File: src/rtl/wb_stage_pkg.sv
// Shared writeback-select encodings and load funct3 codes for the RV32I core;
// the decoder imports the same definitions.
package wb_stage_pkg;

   typedef enum logic [1:0] {
      WB_ALU = 2'b00,
      WB_MEM = 2'b01,
      WB_PC4 = 2'b10,
      WB_IMM = 2'b11
   } wbsel_t;

   localparam logic [2:0] F3_LB  = 3'b000;
   localparam logic [2:0] F3_LH  = 3'b001;
   localparam logic [2:0] F3_LW  = 3'b010;
   localparam logic [2:0] F3_LBU = 3'b100;
   localparam logic [2:0] F3_LHU = 3'b101;

endpackage

File: src/rtl/wb_stage_load_extend.sv
// Combinational load extraction: picks byte/halfword/word from an aligned
// memory word by address offset and sign- or zero-extends it to 32 bits.
module load_extend
   import wb_stage_pkg::*;
(
   input  logic [31:0] word,
   input  logic [1:0]  offset,
   input  logic [2:0]  funct3,
   output logic [31:0] value
);

   logic [7:0]  byte_sel;
   logic [15:0] half_sel;

   // Select the addressed byte and halfword lanes.
   always_comb begin
      byte_sel = word[7:0];
      half_sel = word[15:0];
      case (offset)
         2'd0:    byte_sel = word[7:0];
         2'd1:    byte_sel = word[15:8];
         2'd2:    byte_sel = word[23:16];
         2'd3:    byte_sel = word[31:24];
         default: byte_sel = word[7:0];
      endcase
      // Halfword loads ignore offset bit 0; misalignment is not trapped here.
      if (offset[1]) begin
         half_sel = word[31:16];
      end else begin
         half_sel = word[15:0];
      end
   end

   // Extend according to the load width and signedness.
   always_comb begin
      value = word;
      case (funct3)
         F3_LB:   value = {{24{byte_sel[7]}}, byte_sel};
         F3_LBU:  value = {24'h000000, byte_sel};
         F3_LH:   value = {{16{half_sel[15]}}, half_sel};
         F3_LHU:  value = {16'h0000, half_sel};
         F3_LW:   value = word;
         default: value = word;
      endcase
   end

endmodule

File: src/rtl/wb_stage.sv
// MEM/WB pipeline register, writeback selector and retired-instruction counter.
// Optional register-file write-through bypass when WB_BYPASS_EN is defined.
module wb_stage
   import wb_stage_pkg::*;
#(
   parameter int XLEN = 32
) (
   input  logic            clk,
   input  logic            rst,
   input  logic            stall,
   input  logic            flush,
   input  logic            in_valid,
   input  logic            RegWrite_in,
   input  logic [1:0]      WBSel_in,
   input  logic [2:0]      Funct3_in,
   input  logic [4:0]      Rd_in,
   input  logic [XLEN-1:0] ALUResult_in,
   input  logic [XLEN-1:0] MemData_in,
   input  logic [XLEN-1:0] PC_in,
   input  logic [XLEN-1:0] Imm_in,
   input  logic [4:0]      rs1_addr,
   input  logic [4:0]      rs2_addr,
   input  logic [XLEN-1:0] RD1_in,
   input  logic [XLEN-1:0] RD2_in,
   output logic [XLEN-1:0] RD1_out,
   output logic [XLEN-1:0] RD2_out,
   output logic            RegWrite,
   output logic [4:0]      WA,
   output logic [XLEN-1:0] WD,
   output logic            wb_valid,
   output logic [63:0]     instret
);

   logic [XLEN-1:0] stage_alu;
   logic [XLEN-1:0] stage_mem;
   logic [XLEN-1:0] stage_pc;
   logic [XLEN-1:0] stage_imm;
   wbsel_t          stage_sel;
   logic [2:0]      stage_funct3;
   logic [XLEN-1:0] load_value;

   // Stage register: reset, then flush (bubble), then stall (hold), then load.
   always_ff @(posedge clk) begin
      if (rst) begin
         wb_valid     <= 1'b0;
         RegWrite     <= 1'b0;
         WA           <= 5'd0;
         stage_alu    <= 32'h00000000;
         stage_mem    <= 32'h00000000;
         stage_pc     <= 32'h00000000;
         stage_imm    <= 32'h00000000;
         stage_sel    <= WB_ALU;
         stage_funct3 <= 3'b000;
         instret      <= 64'd0;
      end else if (flush) begin
         // Data fields are left stale; only the valid/write qualifiers drop.
         wb_valid <= 1'b0;
         RegWrite <= 1'b0;
      end else if (!stall) begin
         wb_valid     <= in_valid;
         RegWrite     <= in_valid & RegWrite_in & (Rd_in != 5'd0);
         WA           <= Rd_in;
         stage_alu    <= ALUResult_in;
         stage_mem    <= MemData_in;
         stage_pc     <= PC_in;
         stage_imm    <= Imm_in;
         stage_sel    <= wbsel_t'(WBSel_in);
         stage_funct3 <= Funct3_in;
         if (in_valid) begin
            instret <= instret + 64'd1;
         end
      end
   end

   load_extend u_load_extend (
      .word   (stage_mem),
      .offset (stage_alu[1:0]),
      .funct3 (stage_funct3),
      .value  (load_value)
   );

   // Writeback value mux over the registered fields.
   always_comb begin
      WD = stage_alu;
      case (stage_sel)
         WB_ALU:  WD = stage_alu;
         WB_MEM:  WD = load_value;
         WB_PC4:  WD = stage_pc + 32'd4;
         WB_IMM:  WD = stage_imm;
         default: WD = stage_alu;
      endcase
   end

`ifdef WB_BYPASS_EN
   // Write-through: a read of the register being written this cycle sees WD.
   always_comb begin
      RD1_out = RD1_in;
      RD2_out = RD2_in;
      if (RegWrite && (WA == rs1_addr) && (rs1_addr != 5'd0)) begin
         RD1_out = WD;
      end else begin
         RD1_out = RD1_in;
      end
      if (RegWrite && (WA == rs2_addr) && (rs2_addr != 5'd0)) begin
         RD2_out = WD;
      end else begin
         RD2_out = RD2_in;
      end
   end
`else
   logic unused_read_addr;

   assign unused_read_addr = ^{rs1_addr, rs2_addr};
   assign RD1_out          = RD1_in;
   assign RD2_out          = RD2_in;
`endif

endmodule

File: config.mk
export PLATFORM = sky130hd
export DESIGN_NAME = wb_stage
export DESIGN_NICKNAME = d
export VERILOG_FILES = /design/src/rtl/wb_stage_pkg.sv /design/src/rtl/wb_stage_load_extend.sv /design/src/rtl/wb_stage.sv
export SDC_FILE = /design/constraint.sdc
export NUM_CORES = 1
export LEC_CHECK = 0
export ABC_CLOCK_PERIOD_IN_PS = 3500
export CORE_AREA = 2 2 155 157
export DETAILED_ROUTE_END_ITERATION = 6
export DIE_AREA = 0 0 157 159
export PLACE_DENSITY = 0.83
export SKIP_LAST_GASP = 1
export SYNTH_ARGS = -nofsm -noshare
export SYNTH_HDL_FRONTEND = slang
export SYNTH_SLANG_ARGS = --single-unit
File: constraint.sdc
create_clock -name clk -period 3.5 [get_ports clk]
set_input_delay 0.7 -clock clk [delete_from_list [all_inputs] [get_ports clk]]
set_output_delay 0.7 -clock clk [all_outputs]
set_load 0.005 [all_outputs]
== After elaboration in Yosys (flattened, before gate mapping) ==
Cells that the tools add are included.

* Output and inout bits: 167
* Register bits: 204
* Input bits: 218
* Logic and storage cells: 36

* Add/sub/neg operators: 2
* Bitwise gates (word level): 4
* Mux-type cells: 4
* Reduce and logical (&&, ||, !) cells: 7
* Eq/ne operators: 9

{| class="wikitable"
|+ Operators with widths
! operator !! number
|-
| 32-bit case mux with 4 select lines || 2
|-
| 64-bit by 1-bit adder with 64-bit output, second input constant || 1
|-
| 32-bit by 3-bit adder with 32-bit output, second input constant || 1
|-
| 8-bit case mux with 4 select lines || 1
|-
| 16-bit 2-to-1 mux || 1
|-
| 2-bit == test, second input constant || 4
|-
| 3-bit == test, second input constant || 2
|-
| 5-bit nonzero test || 1
|-
| 2-bit by 1-bit == test with 1-bit output, second input constant || 2
|-
| 2-bit zero test || 2
|-
| 3-bit by 1-bit == test with 1-bit output, second input constant || 1
|-
| 3-bit zero test || 1
|-
| 3-bit AND reduction || 1
|-
| 1-bit AND || 2
|-
| 1-bit inverter || 2
|-
| 2-bit AND reduction || 1
|-
| 2-bit OR reduction || 1
|}

== Depth between registers and ports, before layout ==
Gate-level depths: netlist of run 1.

* Depth in word-level cells: 4
* Gate-level depth with buffers: 8
* Depth with buffers taken out: 6

== Cells and area by module ==
From an unflattened synthesis of run 1, not the netlist that was laid out.

* Cells, all modules: 1305
* Area total of the unflattened synthesis: 10238.6 sq um

{| class="wikitable"
|+ By module, submodules not included
! module !! seq. area each (sq um) !! times used !! area each (sq um) !! cells an instance
|-
| wb_stage || 4083.9 || 1 || 9570.4 || 1194
|-
| load_extend || 0.0 || 1 || 668.1 || 111
|}

== Worst setup path after synthesis of run 1 ==
Ideal clock, no wire load.

* Path type: input to register
* Start point: input port flush
* End point: register instret[29]
* Setup slack: 0.859 ns
* Arrival time: 2.570 ns
* Data required time: 3.430 ns
* Path buffers: 1
* Setup time: 0.070 ns
* Stages: 6
* Path through: nand4bb_1 buf_6 or4_4 or4_4 or3_1 a21oi_1

* Longest elaborated chain between the ends: 2

{| class="wikitable"
|+ Ends and longest elaborated chain
! item !! line !! RTL
|-
| start: declaration || wb_stage.sv:11 || <nowiki>input logic flush,</nowiki>
|-
| 1-bit inverter (no line) || -- ||
|-
| 3-bit AND reduction (no line) || -- ||
|-
| end signal: assignment || wb_stage.sv:70 || <nowiki>instret <= instret + 64'd1;</nowiki>
|-
| end: declaration || wb_stage.sv:31 || <nowiki>output logic [63:0] instret</nowiki>
|}

Every way passes these cells.
A chain may end at the register's enable or synchronous reset.

== Worst setup path in the final report of run 1 ==
* Start point: register stage_alu[1]
* End point: output port WD[31]

* Longest elaborated chain between the ends: 4
* Elaborated cells on any way between the ends: 8
* Those cells by class: eq/ne: 3; mux: 4; reduce/logical: 1

{| class="wikitable"
|+ Ends and longest elaborated chain
! item !! line !! RTL
|-
| start: declaration || wb_stage.sv:34 || <nowiki>logic [XLEN-1:0] stage_alu;</nowiki>
|-
| start signal: assignment || wb_stage.sv:63 || <nowiki>stage_alu <= ALUResult_in;</nowiki>
|-
| 2-bit == test (tied with other cells) || wb_stage_load_extend.sv:19 || <nowiki>case (offset)</nowiki>
|-
| 8-bit case mux with 4 select lines || wb_stage_load_extend.sv:19 ||
|-
| 32-bit case mux with 4 select lines (*) || wb_stage_load_extend.sv:37 || <nowiki>case (funct3)</nowiki>
|-
| 32-bit case mux with 4 select lines (*) || wb_stage.sv:85 || <nowiki>case (stage_sel)</nowiki>
|-
| end: declaration || wb_stage.sv:29 || <nowiki>output logic [XLEN-1:0] WD,</nowiki>
|}

Every way passes the cells marked *; elsewhere a longest branch is shown, timed or not.

==> results of run 1 <==
-- layout make-up --
class / count / area, µm²
repair buffers: 289 / 2890
clock inverters: 9 / 78.8
inverters: 18 / 67.6
diodes: 5 / 12.5
multi-input cells: 989 / 5390
clock buffers: 32 / 679
flip-flops and latches: 204 / 4100
well taps: 319 / 399
fillers: 2099 / 9580
-- critical path: stages, from the launching register on --
cell             delay, ns
dfxtp_4               0.39
mux2_2                0.37
mux2i_1               0.28
nor3_4                0.08
a311oi_1              0.38
o21ai_0               0.23
clkdlybuf4s50_1       0.49
-- per-stage QoR --
| stage | worst slack [ns] | TNS (ns) |
|---|---|---|
| CTS | -0.00754 | -0.00754 |
| finish | 0.0499 | 0 |
| global placement | 0.383 | 0 |
| global route | -0.0407 | -0.124 |
| detailed placement | 0.318 | 0 |
| floorplan | 0.859 | 0 |
-- cell usage in the layout, fill, tap and decap left out, drive strengths merged, types with 4 or more instances in the layout --
cell	n
xor2	24
a21oi	194
and2	9
and4	11
and3	14
or3	17
mux2i	7
o22ai	7
nand4	33
nor4	11
nand3	34
o31ai	15
or4	18
a22oi	13
inv	19
nand2	331
nor2	76
a221o	4
clkbuf	32
dfxtp	204
nor2b	4
o21ai	49
a222oi	4
buf	44
a211oi	9
mux2	7
clkinv	5
clkdlybuf4s50	245
nor3	16
xnor2	33
diode	5
-- Yosys cell counts (3+ instances only) --
cell	n	area (µm²)
nand2b_1	3	18.8
a31oi_1	3	18.8
clkbuf_1	88	330
o21ai_0	49	245
or3_1	17	106
a221o_1	4	40.0
xor2_1	24	210
inv_1	17	63.8
o31ai_1	15	113
mux4_2	3	67.6
xnor2_1	33	289
dfxtp_1	204	4080
mux2_2	7	78.8
nor3_1	16	80.1
nand3_1	33	165
and2_1	8	50.1
and4_1	11	96.3
and3_1	14	87.6
buf_1	5	18.8
o211ai_1	3	22.5
mux2i_1	7	70.1
a211oi_1	9	67.6
a222oi_1	4	40.0
o2bb2a_1	3	30.0
nor2b_1	4	25.0
buf_4	64	480
a22oi_1	13	97.6
o22ai_1	7	43.8
o221ai_1	3	26.3
nor2_1	76	285
a21oi_1	194	971
nor4_1	9	56.3
or4_1	16	120
nand2_1	331	1240
nand4_1	32	200
-- routing by layer --
layer | vias to the layer above | track usage
met3 | 103 | 0.0757
met1 | 4884 | 0.301
met2 | 459 | 0.439
li1 | 5001 | -
met5 | - | 0
met4 | 0 | 0.121
-- state kept, by name, indices dropped and copies added (netlist names) --
| name | cells |
|---|---|
| RegWrite | 1 |
| WA | 5 |
| instret | 64 |
| stage_alu | 32 |
| stage_funct3 | 3 |
| stage_imm | 32 |
| stage_mem | 32 |
| stage_pc | 32 |
| stage_sel | 2 |
| wb_valid | 1 |
-- cell families after synthesis --
family          after synthesis  share of synthesized area
simple gates                589                      0.264
compound gates              324                      0.180
mux                          17                     0.0210
xor+xnor                     57                     0.0484
buf+inv                     176                     0.0880
flops                       204                      0.396
fa+ha+maj                     2                    0.00243
-- worst min-delay path by stage --
stage,start,to,slack (ns),depth (start not counted)
global placement,stage_imm[15],stage_imm[15],0.44,2
floorplan,stage_alu[20],stage_alu[20],0.43,2
global route,stage_imm[1],stage_imm[1],0.47,2
CTS,stage_imm[19],stage_imm[19],0.45,2
finish,stage_imm[19],stage_imm[19],0.46,2
detailed placement,stage_imm[19],stage_imm[19],0.44,2
-- power by group through the flow --
| stage | clock (µW) | combinational, µW | sequential, µW |
|---|---|---|---|
| after floorplan | 0 | 345 | 2490 |
| after global placement | 0 | 617 | 2510 |
| after detailed placement | 0 | 625 | 2510 |
| after CTS | 2450 | 631 | 2460 |
| after global routing | 2540 | 694 | 2470 |
| final | 2430 | 640 | 2470 |
-- what timing repair did --
item	4_1_cts	5_1_grt
endpoints found under the setup margin	16	18
buffers inserted	0	5
pin swaps	0	3
gates resized for setup	15	25
==> flow_metrics.env, run 1 <==
export IMPL_cts_made_buffers=23
export IMPL_dp_hpwl_mm=24.3
export IMPL_p_clk_frac=0.439
export IMPL_grt_ovfl_total=0
export IMPL_cp_arrival_ns=2.75
export IMPL_rr_worst_depth=6
export IMPL_topRoutingLayerUsed="met4"
export IMPL_vdd_drop_max_uv=430
export IMPL_grt_pass1_wl_mm=52.0
export IMPL_layout_drive_gt1_share=0.0844
export IMPL_rsz0062_at_grt="yes"
export IMPL_dieWidth_um=157
export IMPL_port_buffers=246
export IMPL_design_area_mm2=0.0136
export IMPL_seq_area_frac_synth=0.396
export IMPL_core_area_mm2=0.0232
export IMPL_critPathRequiredTime_ns=2.80
export IMPL_ys_async_sr_fraction=0
export IMPL_syn_to_final_growth_pct=32.0
export IMPL_post_drt_wl_per_cell_um=18.2
export IMPL_hold_buffers=0
export IMPL_die_area_mm2=0.0250
export IMPL_cts_root_buf="clkbuf_16"
export IMPL_fin_crit_ns=3.45
export IMPL_pwr_share_comb=0.116
export IMPL_leakagePower_uw=0.00461
export IMPL_clkSinkCount=204
export IMPL_drtIter0Drc=697
export IMPL_drv_slew=0
export IMPL_wirelength_met1_mm=13.0
export IMPL_wl_met3_mm=3.17
export IMPL_insertion_delay_ns=0.52
export IMPL_die_y_um=159
export IMPL_crit_path_max_fanout=6
export IMPL_rr_endpoint="instret[59]"
export IMPL_p_per_area_mw_per_mm2=407
export IMPL_globalRouteTotalUtil=0.260
export IMPL_drt_antenna_violating_nets=0
export IMPL_crit_path_end="WD[31]"
export IMPL_clock_skew_ns=0.00922
export IMPL_intPower_uw=4160
export IMPL_regToRegSetupSlack_ns=0.92
export IMPL_nets=1745
export IMPL_rows=56
export IMPL_synth_seq_cells=204
export IMPL_syn_avg_cell_area_um2=7.54
export IMPL_place_gp_congestion=0.899
export IMPL_r2r_start="instret[9]"
export IMPL_whs_ns=0.456
export IMPL_crit_path_start="stage_alu[1]"
export IMPL_max_freq_ghz=0.290
export IMPL_io_pins=385
export IMPL_syn_nets=1589
export IMPL_ys_warn_count=0
export IMPL_synth_edf_count=0
export IMPL_routed_wirelength_mm=33.9
export IMPL_cts_htree_levels=1
export IMPL_yosys_most_used_dff="dfxtp_1"
export IMPL_clk_pin_slew_ns=0.06
export IMPL_finalPower_uw=5540
export IMPL_outcome="complete, no violations"
export IMPL_synthCells=1369
export IMPL_startpoint_type="register"
export IMPL_hold_viol=0
export IMPL_dpl_cell_area_mm2=0.0127
export IMPL_setup_viol_count_final=0
export IMPL_clk_path_buf_depth=3
export IMPL_hold_path_class="register to register"
export IMPL_critPathKind="register to primary output"
export IMPL_dp_cells=1814
export IMPL_layout_cells_non_filler=1865
export IMPL_first_global_vias=10200
export IMPL_dr_wl_met2_mm=16.3
export IMPL_tightest_slew_ns=0.889
export IMPL_drv_cap=0
export IMPL_routed_via_density=5.60
export IMPL_postLayoutCoreUtil=0.587
export IMPL_grt_antenna_before_repair=7
export IMPL_drc_errors=0
export IMPL_cts_tree="done"
export IMPL_grt_max_degree=103
export IMPL_power_switching_uw=1370
export IMPL_route_vias_total=10400
export IMPL_endpoint_kind="primary output"
export IMPL_finalCritPeriodShare=0.986
export IMPL_first_pass_iters=5
export IMPL_yosysUniqueCellTypes=63
export IMPL_syn_cell_area_mm2=0.0103
export IMPL_slew_limit_headroom=0.406
export IMPL_swShare=0.248
export IMPL_p_seq_frac=0.446
export IMPL_start_util=0.445
(Power assumes the default switching activity.)
==> run 2: changes to the inputs <==
- TNS_END_PERCENT: unset -> 100
==> results of run 2 <==
Same layout as run 1: the final DEF is identical, and so are final timing and power.
